$ cat src/rtl/lcd_page_scanner_pkg.sv
// Shared definitions for the LCD page scanner: switch decode, 7-segment
// encoding and the derived display geometry.
package lcd_scan_pkg;

   // Low four switch bits; the packed order puts auto_mode on SWI[0].
   typedef struct packed {
      logic dir_down;
      logic freeze;
      logic step;
      logic auto_mode;
   } swi_ctl_t;

   function automatic logic [6:0] seg7(input logic [3:0] nib);
      logic [6:0] code;
      case (nib)
         4'h0:    code = 7'h3F;
         4'h1:    code = 7'h06;
         4'h2:    code = 7'h5B;
         4'h3:    code = 7'h4F;
         4'h4:    code = 7'h66;
         4'h5:    code = 7'h6D;
         4'h6:    code = 7'h7D;
         4'h7:    code = 7'h07;
         4'h8:    code = 7'h7F;
         4'h9:    code = 7'h6F;
         4'hA:    code = 7'h77;
         4'hB:    code = 7'h7C;
         4'hC:    code = 7'h39;
         4'hD:    code = 7'h5E;
         4'hE:    code = 7'h79;
         default: code = 7'h71;
      endcase
      return code;
   endfunction

   function automatic int calc_rpl(input int nbits, input int nbits_lcd);
      return nbits_lcd / nbits;
   endfunction

   function automatic int calc_npages(input int nregs, input int rpp);
      return (nregs + rpp - 1) / rpp;
   endfunction

   function automatic int calc_pbits(input int npages);
      return (npages <= 2) ? 1 : $clog2(npages);
   endfunction

   function automatic int calc_dbits(input int div);
      return (div <= 2) ? 1 : $clog2(div);
   endfunction

endpackage

$ cat src/rtl/lcd_page_scanner_if.sv
// Control bundle between the scanner top and its page counter.
// No valid/ready here: every signal is a level sampled on each clock edge,
// and page is the registered page index, stable between edges.
interface lcd_scan_ctl_if #(
   parameter int PBITS = 1
);
   logic             auto_mode;
   logic             step_lvl;
   logic             dir_down;
   logic [PBITS-1:0] page;

   modport master (
      output auto_mode,
      output step_lvl,
      output dir_down,
      input  page
   );

   modport slave (
      input  auto_mode,
      input  step_lvl,
      input  dir_down,
      output page
   );
endinterface

$ cat src/rtl/lcd_page_scanner_page_ctr.sv
// Page counter: auto-scroll divider, manual step edge detect and an
// up/down counter that wraps over NPAGES pages.
module page_ctr
   import lcd_scan_pkg::*;
#(
   parameter int NPAGES     = 2,
   parameter int PBITS      = 1,
   parameter int SCROLL_DIV = 16
) (
   input logic           clk,
   input logic           rst,
   lcd_scan_ctl_if.slave ctl
);

   localparam int               DBITS     = calc_dbits(SCROLL_DIV);
   localparam logic [DBITS-1:0] DIV_LAST  = DBITS'(SCROLL_DIV - 1);
   localparam logic [PBITS-1:0] PAGE_LAST = PBITS'(NPAGES - 1);

   logic [DBITS-1:0] div_q, div_d;
   logic             prev_q, prev_d;
   logic [PBITS-1:0] page_q, page_d;
   logic             terminal;
   logic             step;
   logic             advance;

   always_comb begin
      terminal = ctl.auto_mode && (div_q == DIV_LAST);
      step     = ctl.step_lvl && !prev_q && !ctl.auto_mode;
      advance  = step || terminal;
      prev_d   = ctl.step_lvl;

      // Manual mode parks the divider at 0 so auto always starts a full period.
      div_d = '0;
      if (ctl.auto_mode && !terminal) begin
         div_d = div_q + DBITS'(1);
      end

      page_d = page_q;
      if (advance) begin
         if (NPAGES == 1) begin
            page_d = '0;
         end else if (ctl.dir_down) begin
            page_d = (page_q == '0) ? PAGE_LAST : page_q - PBITS'(1);
         end else begin
            page_d = (page_q == PAGE_LAST) ? '0 : page_q + PBITS'(1);
         end
      end
   end

   always_ff @(posedge clk) begin
      if (rst) begin
         div_q  <= '0;
         prev_q <= 1'b0;
         page_q <= '0;
      end else begin
         div_q  <= div_d;
         prev_q <= prev_d;
         page_q <= page_d;
      end
   end

   assign ctl.page = page_q;

endmodule

$ cat src/rtl/lcd_page_scanner.sv
// Register-page display engine: snapshots the register file and shows it
// page by page on two LCD lines plus LED/7-segment status.
module lcd_page_scanner
   import lcd_scan_pkg::*;
#(
   parameter int NBITS      = 8,
   parameter int NREGS      = 32,
   parameter int NBITS_LCD  = 64,
   parameter int SCROLL_DIV = 16
) (
   input  logic                 clk_2,
   input  logic                 reset,
   input  logic [NBITS-1:0]     SWI,
   input  logic [NBITS-1:0]     regs_in [0:NREGS-1],
   output logic [NBITS-1:0]     LED,
   output logic [7:0]           SEG,
   output logic [NBITS_LCD-1:0] lcd_a,
   output logic [NBITS_LCD-1:0] lcd_b
);

   localparam int RPL    = calc_rpl(NBITS, NBITS_LCD);
   localparam int RPP    = 2 * RPL;
   localparam int NPAGES = calc_npages(NREGS, RPP);
   localparam int PBITS  = calc_pbits(NPAGES);
   localparam int NSLOTS = NPAGES * RPP;
   localparam int IBITS  = $clog2(NSLOTS);

   swi_ctl_t             sw;
   logic                 unused_swi;
   logic [PBITS-1:0]     page;
   logic [IBITS-1:0]     base;

   logic [NBITS-1:0]     snap_q [0:NREGS-1];
   logic [NBITS-1:0]     snap_d [0:NREGS-1];
   logic [NBITS-1:0]     slot   [0:NSLOTS-1];

   logic [NBITS-1:0]     led_q, led_d;
   logic [7:0]           seg_q, seg_d;
   logic [NBITS_LCD-1:0] lcd_a_q, lcd_a_d;
   logic [NBITS_LCD-1:0] lcd_b_q, lcd_b_d;

   assign sw         = swi_ctl_t'(SWI[3:0]);
   assign unused_swi = ^SWI;

   lcd_scan_ctl_if #(.PBITS(PBITS)) ctl_bus ();

   assign ctl_bus.auto_mode = sw.auto_mode;
   assign ctl_bus.step_lvl  = sw.step;
   assign ctl_bus.dir_down  = sw.dir_down;
   assign page              = ctl_bus.page;

   page_ctr #(
      .NPAGES     (NPAGES),
      .PBITS      (PBITS),
      .SCROLL_DIV (SCROLL_DIV)
   ) u_page_ctr (
      .clk (clk_2),
      .rst (reset),
      .ctl (ctl_bus.slave)
   );

   always_comb begin
      for (int i = 0; i < NREGS; i++) begin
         snap_d[i] = sw.freeze ? snap_q[i] : regs_in[i];
      end
   end

   // Pad the snapshot to whole pages so slots past NREGS read as zero.
   always_comb begin
      for (int i = 0; i < NSLOTS; i++) begin
         slot[i] = '0;
      end
      for (int i = 0; i < NREGS; i++) begin
         slot[i] = snap_q[i];
      end
   end

   always_comb begin
      base    = IBITS'(page) * IBITS'(RPP);
      lcd_a_d = '0;
      lcd_b_d = '0;
      for (int k = 0; k < RPL; k++) begin
         lcd_a_d[NBITS*(RPL-1-k) +: NBITS] = slot[base + IBITS'(k)];
         lcd_b_d[NBITS*(RPL-1-k) +: NBITS] = slot[base + IBITS'(RPL + k)];
      end

      led_d                 = '0;
      led_d[PBITS-1:0]      = page;
      led_d[NBITS-1]        = sw.auto_mode;
      led_d[NBITS-2]        = sw.freeze;

      seg_d = {sw.freeze, seg7(4'(page))};
   end

   always_ff @(posedge clk_2) begin
      if (reset) begin
         for (int i = 0; i < NREGS; i++) begin
            snap_q[i] <= '0;
         end
         led_q   <= '0;
         seg_q   <= '0;
         lcd_a_q <= '0;
         lcd_b_q <= '0;
      end else begin
         for (int i = 0; i < NREGS; i++) begin
            snap_q[i] <= snap_d[i];
         end
         led_q   <= led_d;
         seg_q   <= seg_d;
         lcd_a_q <= lcd_a_d;
         lcd_b_q <= lcd_b_d;
      end
   end

   assign LED   = led_q;
   assign SEG   = seg_q;
   assign lcd_a = lcd_a_q;
   assign lcd_b = lcd_b_q;

endmodule

$ cat config.mk
export PLATFORM = sky130hd
export DESIGN_NAME = lcd_page_scanner
export DESIGN_NICKNAME = d
export VERILOG_FILES = /design/src/rtl/lcd_page_scanner_pkg.sv /design/src/rtl/lcd_page_scanner_if.sv /design/src/rtl/lcd_page_scanner_page_ctr.sv /design/src/rtl/lcd_page_scanner.sv
export SDC_FILE = /design/constraint.sdc
export NUM_CORES = 1
export LEC_CHECK = 0
export ABC_AREA = 0
export CAP_MARGIN = 20
export CELL_PAD_IN_SITES_DETAIL_PLACEMENT = 0
export CELL_PAD_IN_SITES_GLOBAL_PLACEMENT = 1
export CORE_MARGIN = 5
export CORE_UTILIZATION = 36
export CTS_CLUSTER_DIAMETER = 50
export DETAILED_ROUTE_END_ITERATION = 12
export HOLD_SLACK_MARGIN = 0.05
export PLACE_DENSITY_LB_ADDON = 0.1
export SYNTH_ARGS = -nofsm -noshare
export SYNTH_HDL_FRONTEND = slang
export SYNTH_SLANG_ARGS = --single-unit
$ cat constraint.sdc
create_clock -name clk_2 -period 1.55 [get_ports clk_2]
set_clock_uncertainty 0.15 [all_clocks]
set_input_delay 0.31 -clock clk_2 [delete_from_list [all_inputs] [get_ports clk_2]]
set_output_delay 0.31 -clock clk_2 [all_outputs]
set_load 0.1 [all_outputs]
==> flow_metrics.tcl, run 1 <==
set metrics [dict create \
    status "finished with violations" \
    violations "negative setup slack" \
    syn-cell-area_um2 14200 \
    final_util 0.562 \
    crit_family "flip-flops" \
    crit_required_ns 1.09 \
    post-place-ws_ns -0.0783 \
    ys.flop_type "dfxtp_1" \
    fp-row-count 72 \
    ios 410 \
    leakagePower_nw 9.23 \
    postSynthAreaPerCell_um2 11.1 \
    final_cell_mix "387 x nor2_1, 385 x mux2i_1, 260 x dfxtp_1" \
    async_flop_share 0 \
    final_common_cell "nor2_1" \
    grt-ovfl-total 0 \
    drt-vias-per-instance 4.46 \
    layout.nets 1954 \
    path_class "reg -> out" \
    clk_latency_ns 0.56 \
    fill_cells 3308 \
    cp.arrival_ns 1.16 \
    layout.cells.non_filler 2241 \
    first_iter_violations 271 \
    root_buffer "clkbuf_16" \
    grt_max_degree 84 \
    die_area_um2 43500 \
    fmax_mhz 616 \
    dr.pass1.iters 4 \
    areaGrowthSynthToFinish_pct 53.7 \
    hold_violations 0 \
    crit_path_end_kind "output port" \
    die_h_um 209 \
    via_count 9994 \
    route.detailed.wl_per_inst_um 16.9 \
    crit_path_cell_trace "buf_12" \
    drive_gt1_frac 0.231 \
    worstHoldPathType "in -> reg" \
    cp_num_buf_inv 1 \
    dp.cells 2156 \
    drcViolationCount 0 \
    hold_ws_ns 0.0979 \
    rsz0062_at_grt "yes" \
    ys_seq_elements 395 \
    antenna_found_initial 8 \
    yosysWarnings 0 \
    cts_made_buffers 46 \
    fin_ws_ns -0.0722 \
    place_hpwl_mm 27.4 \
    io_buffers 398 \
    startpoint_type "flip-flop" \
    ant_nets 0 \
    htree_levels 2 \
    synth_cell_types 21 \
    finalMaxSlewViolations 0 \
    ir_drop_v 0.00126 \
    cts.sinks 395 \
    grt_pass1_wl_mm 58.7 \
    post-route-period-util 1.05 \
    cts_tree "done" \
    cts_buffer_depth 3 \
    die_w_um 209 \
    synth_edf_count 0 \
    finalWirelength_mm 37.8 \
    critPathMaxFanout 4 \
    slowest_stage "dfxtp_4" \
    total_power_mw 26.5 \
    power_density_nw_per_um2 1210 \
    cap_violations 0 \
    period_needed_ns 1.62 \
    cpPeakStageDelay_ns 0.42 \
    clk_pin_slew_ns 0.06 \
    yosysSeqAreaShare 0.557 \
    gp_congestion 0.764 \
    grt_use_total 0.169 \
    coreArea_um2 38800 \
    start_util 0.366 \
    setup_viol 11 \
    grt_pass1_vias 10200 \
    netlist_instances 1281 \
]
## synthesized netlist by cell type (2+ instances only)
cell type,n,area [um2]
buf_12,2,40.0
buf_2,37,185
buf_4,17,128
buf_6,13,146
buf_8,24,360
clkbuf_1,4,15.0
dfxtp_1,395,7910
mux2i_1,385,3850
nand3_1,2,10.0
nor2_1,387,1450
nor2b_1,4,25.0
xor2_1,2,17.5
## cell families (layout without fill, tap and decap cells)
group / Yosys count / in the layout / share of synthesized area
simple gates: 397 / 397 / 0.106
flops: 395 / 395 / 0.557
mux: 386 / 386 / 0.272
buf+inv: 99 / 534 / 0.0621
xor+xnor: 2 / 2 / 0.00123
fa+ha+maj: 1 / 1 / 0.000881
other cells: 1 / 8 / 0.000264
## path summary, 6_finish.rpt
check / depth (start not counted) / to / from / slack, ns
worst max-delay path: 1 / SEG[4] / SEG[5]$_SDFF_PP0_ / -0.07
worst min-delay path: 4 / snap_q[0][17]$_SDFFE_PP0N_ / SWI[2] / 0.1
worst max register to register: 4 / u_page_ctr.ctl.page$_SDFFE_PP0P_ / u_page_ctr.div_q[0]$_SDFF_PP0_ / 0.07
worst min register to register: 1 / u_page_ctr.div_q[0]$_SDFF_PP0_ / u_page_ctr.div_q[0]$_SDFF_PP0_ / 0.28
## report_power, final
group	switching [mW]	leakage, nW	internal, mW	total [mW]
sequential	0.350	3.31	10.8	11.1
clock	4.13	0.745	6.78	10.9
combinational	2.40	5.17	2.03	4.43
total	6.88	9.23	19.6	26.5
## registers in the layout, indices dropped and copies added (netlist names)
name and count:
u_page_ctr.prev_q 1, u_page_ctr.ctl.page 1, lcd_b 64, lcd_a 64
SEG 2, snap_q 256, u_page_ctr.div_q 4, LED 3
## layer usage
metal / vias up / track usage / share of wire
li1: 5036 / - / -
met1: 4614 / 0.211 / 0.43
met2: 260 / 0.274 / 0.47
met3: 70 / 0.0627 / 0.075
met4: 14 / 0.0497 / 0.027
met5: - / 0 / 0.0023
## final cells by class
cell class                      instances  area (um2)  area share
Clock buffer                           69        1340      0.0613
Clock inverter                         13         201     0.00923
Timing Repair Buffer                  451        6100       0.280
Antenna cell                            2        5.00    0.000229
Sequential cell                       395        8090       0.371
Tap cell                              518         648      0.0297
Multi-Input combinational cell        792        5440       0.249
Inverter                                1        3.75    0.000172
## stage by stage
step	cell area [um2]	setup TNS (ns)
finish	21800	-0.345
global placement	20100	-0.0689
global route	21800	-4.34
detailed placement	20100	-0.0783
CTS	21800	-3.77
floorplan	14200	0
## what timing repair did
item	CTS	global route
hold buffers	1	0
setup endpoints to repair	139	139
endpoints found under the hold margin	16	0
gates cloned	0	0
buffers inserted	0	0
gates resized for setup	135	2
(Power assumes the default switching activity.)
==> inputs of run 2 (changes only) <==
REMOVE_ABC_BUFFERS = 1   (was not set)
clock period = 1.7 ns   (was 1.55 ns; I/O delays follow)
==> flow_metrics.tcl, run 2 (synthesized netlist as in run 1, its figures left out) <==
set metrics [dict create \
    root_buffer "clkbuf_16" \
    dr.pass1.iters 4 \
    drt-vias-per-instance 4.49 \
    regToRegSetupSlack_ns 0.16 \
    grt_max_degree 58 \
    hold_violations 0 \
    crit_path_cell_trace "buf_12" \
    htree_levels 2 \
    crit_required_ns 1.21 \
    grt_pass1_wl_mm 58.6 \
    total_power_mw 24.8 \
    startpoint_type "flip-flop" \
    layout.nets 1953 \
    leakagePower_nw 9.21 \
    slowest_stage "dfxtp_4" \
    die_area_um2 43500 \
    die_w_um 209 \
    route.detailed.wl_per_inst_um 16.8 \
    first_iter_violations 339 \
    antenna_found_initial 11 \
    coreArea_um2 38800 \
    areaGrowthSynthToFinish_pct 52.7 \
    status "finished clean" \
    start_util 0.366 \
    fp-row-count 72 \
    final_cell_mix "391 x dfxtp_1, 387 x nor2_1, 385 x mux2i_1" \
    clk_latency_ns 0.56 \
    grtUsageMet1 0.202 \
    crit_path_end_kind "output port" \
    grt_use_met2 0.277 \
    crit_family "flip-flops" \
    drcViolationCount 0 \
    finalWirelength_mm 37.7 \
    busiest_layer "met2" \
    io_buffers 398 \
    path_class "reg -> out" \
    rsz0062_at_grt "no" \
    via_count 10100 \
    fmax_mhz 606 \
    gp_congestion 0.765 \
    largest_register_ffs 256 \
    finalMaxSlewViolations 0 \
    cp_num_buf_inv 1 \
    grt_pass1_vias 10400 \
    cap_violations 0 \
    ios 410 \
    cts_made_buffers 47 \
    largest_register "snap_q" \
    grt_use_met3 0.0700 \
    cts.sinks 395 \
    cp.arrival_ns 1.16 \
    ant_nets 0 \
    drive_gt1_frac 0.159 \
    clk_pin_slew_ns 0.06 \
    place_hpwl_mm 27.5 \
    cpPeakStageDelay_ns 0.41 \
    grt-ovfl-total 0 \
    setup_viol 0 \
    final_util 0.558 \
    grt_use_total 0.169 \
    final_common_cell "dfxtp_1" \
    period_needed_ns 1.65 \
    cts_buffer_depth 3 \
    power_density_nw_per_um2 1140 \
    critPathMaxFanout 4 \
    cts_tree "done" \
    fill_cells 3374 \
    worstHoldPathType "in -> reg" \
    post-route-period-util 0.971 \
    die_h_um 209 \
    ir_drop_v 0.000777 \
]
==> run 2: metrics by stage <==
step	hold slack [ns]	cells	instance area [um2]	TNS [ns]	setup slack, ns
6_report	0.109	2244	21700	0	0.0490
5_1_grt	0.115	2241	21700	0	0.00529
4_1_cts	0.0877	2239	21700	0	0.00299
3_5_place_dp	0.299	2154	20000	0	0.00416
3_3_place_gp	0.282	2154	20000	0	0.0203
2_1_floorplan	0.247	1188	13300	-446.57	-3.51
==> run 2: worst register-to-register path: stages, from the launching register on <==
cell and delay (ns):
dfxtp_4 0.64, buf_4 0.34, mux2i_1 0.21, nor2_1 0.06
==> run 2: timing repair <==
item | 4_1_cts | 5_1_grt
endpoints found under the hold margin | 15 | 0
setup endpoints to repair | 8 | 0
gates resized for setup | 4 | 0
setup buffers | 0 | 0
hold buffers | 1 | 0
==> run 2: cell type report <==
cell class / instances / area [um2] / share of cell area
sequential: 395 / 7920 / 0.365
timing repair buffer: 449 / 5970 / 0.276
multi-input combinational: 792 / 5430 / 0.250
clock buffer: 67 / 1400 / 0.0647
tap: 518 / 648 / 0.0299
clock inverter: 17 / 292 / 0.0134
antenna: 5 / 12.5 / 0.000577
inverter: 1 / 3.75 / 0.000173
==> run 2: power breakdown <==
part	switching (mW)	internal (mW)	total (mW)	leakage, nW
combinational	2.16	1.81	3.97	5.13
sequential	0.335	9.79	10.1	3.25
clock	3.89	6.80	10.7	0.827
==> run 2: path summary, 6_finish.rpt <==
check,start,end,cells after the start
min reg2reg,u_page_ctr.div_q[0]$_SDFF_PP0_,u_page_ctr.div_q[0]$_SDFF_PP0_,1
max,SEG[5]$_SDFF_PP0_,SEG[0],1
min,SWI[2],snap_q[1][62]$_SDFFE_PP0N_,4
max reg2reg,u_page_ctr.ctl.page$_SDFFE_PP0P_,lcd_b[22]$_SDFF_PP0_,3
==> run 2: layer usage <==
layer	vias up	part of all wire	wire length, um
met5	-	0.0031	115
met4	16	0.025	944
met3	75	0.085	3200
met2	268	0.47	17800
met1	4697	0.41	15600
li1	5030	-	-
==> inputs of run 3 (changes only) <==
RECOVER_POWER = 25   (was not set)
==> flow_metrics.tcl, run 3 (synthesized netlist as in run 1, its figures left out) <==
set metrics [dict create \
    critPathMaxFanout 4 \
    largest_register "snap_q" \
    root_buffer "clkbuf_16" \
    place_hpwl_mm 27.5 \
    via_count 10100 \
    hold_violations 0 \
    grt_pass1_wl_mm 58.6 \
    start_util 0.366 \
    fmax_mhz 606 \
    ir_drop_v 0.000778 \
    drive_gt1_frac 0.157 \
    grt-ovfl-total 0 \
    slew-limit-headroom 0.605 \
    timing.critical_path.from "SEG[5]$_SDFF_PP0_" \
    startpoint_type "flip-flop" \
    slowest_stage "dfxtp_4" \
    crit_path_cell_trace "buf_12" \
    design_area_um2 21600 \
    status "finished clean" \
    dpl_cell_area_um2 20000 \
    gp_congestion 0.765 \
    grt_use_total 0.169 \
    finalWirelength_mm 37.7 \
    cts_buffer_depth 3 \
    postCtsSetupBuffers 0 \
    seq_area_um2 7920 \
    cap_violations 0 \
    clk_pin_slew_ns 0.06 \
    clk_latency_ns 0.56 \
    route.detailed.wl_per_inst_um 16.8 \
    layout.nets 1953 \
    drt-vias-per-instance 4.49 \
    finalMaxSlewViolations 0 \
    tns_ns 0 \
    die_w_um 209 \
    power_density_nw_per_um2 1150 \
    crit_path_end_kind "output port" \
    areaGrowthSynthToFinish_pct 52.2 \
    cpPeakStageDelay_ns 0.41 \
    multi_input_area_um2 5430 \
    ant_nets 0 \
    period_needed_ns 1.65 \
    fp-row-count 72 \
    post-route-period-util 0.971 \
    final_common_cell "dfxtp_1" \
    final_cell_mix "391 x dfxtp_1, 387 x nor2_1, 385 x mux2i_1" \
    cts.sinks 395 \
    ios 410 \
    grt_max_degree 58 \
    worstHoldPathType "in -> reg" \
    cts_tree "done" \
    cp_num_buf_inv 1 \
    crit_family "flip-flops" \
    die_h_um 209 \
    first_iter_violations 335 \
    coreArea_um2 38800 \
    leakagePower_nw 9.18 \
    antenna_found_initial 11 \
    largest_register_ffs 256 \
    cp.arrival_ns 1.16 \
    hp-start "SWI[2]" \
    io_buffers 398 \
    grt_pass1_vias 10400 \
    r2r-start "u_page_ctr.ctl.page$_SDFFE_PP0P_" \
    drcViolationCount 0 \
    regToRegSetupSlack_ns 0.15 \
    worst_pin_slew_ns 0.593 \
    fill_cells 3382 \
    setup_viol 0 \
    die_area_um2 43500 \
    cts_made_buffers 47 \
    rsz0062_at_grt "no" \
    dr.pass1.iters 4 \
    htree_levels 2 \
    path_class "reg -> out" \
    crit_required_ns 1.21 \
]
run 3: layer usage:
layer / track usage / vias up / wire length, um
li1: - / 5034 / -
met3: 0.0700 / 76 / 3260
met2: 0.277 / 269 / 17800
met5: 0 / - / 122
met4: 0.0540 / 16 / 948
met1: 0.202 / 4695 / 15500
run 3: what timing repair did:
action / 4_1_cts / 5_1_grt
hold endpoints to repair: 15 / 0
hold buffers: 1 / 0
setup endpoints to repair: 8 / 0
resized for setup: 4 / 0
run 3: area by class of cell:
class,instances,area share
Sequential cell,395,0.366
Timing Repair Buffer,449,0.273
Multi-Input combinational cell,792,0.251
Clock buffer,67,0.0649
Tap cell,518,0.0300
Clock inverter,17,0.0135
Antenna cell,6,0.000695
Inverter,1,0.000174
run 3: final timing paths:
path | end | cells past startpoint
worst min-delay path | snap_q[1][62]$_SDFFE_PP0N_ | 4
worst max register to register | lcd_a[1]$_SDFF_PP0_ | 3
worst min register to register | u_page_ctr.div_q[0]$_SDFF_PP0_ | 1
worst max-delay path | SEG[0] | 1
run 3: metrics by stage:
| stage | utilization | hold slack, ns | total power [mW] | setup slack [ns] | cells |
|---|---|---|---|---|---|
| floorplan | - | 0.247 | 12.4 | -3.51 | 1188 |
| CTS | 0.558 | 0.0877 | 25.2 | 0.00299 | 2239 |
| finish | 0.557 | 0.109 | 24.7 | 0.0495 | 2245 |
| global placement | 0.514 | 0.282 | 14.3 | 0.0203 | 2154 |
| global route | 0.556 | 0.115 | 25.8 | 0.00529 | 2241 |
| detailed placement | 0.514 | 0.299 | 14.3 | 0.00416 | 2154 |
run 3: where the power goes:
part | internal, mW | switching [mW] | leakage [nW] | total [mW]
Sequential | 9.79 | 0.335 | 3.25 | 10.1
Clock | 6.80 | 3.87 | 0.827 | 10.7
Combinational | 1.79 | 2.16 | 5.10 | 3.95
Total | 18.4 | 6.37 | 9.18 | 24.7
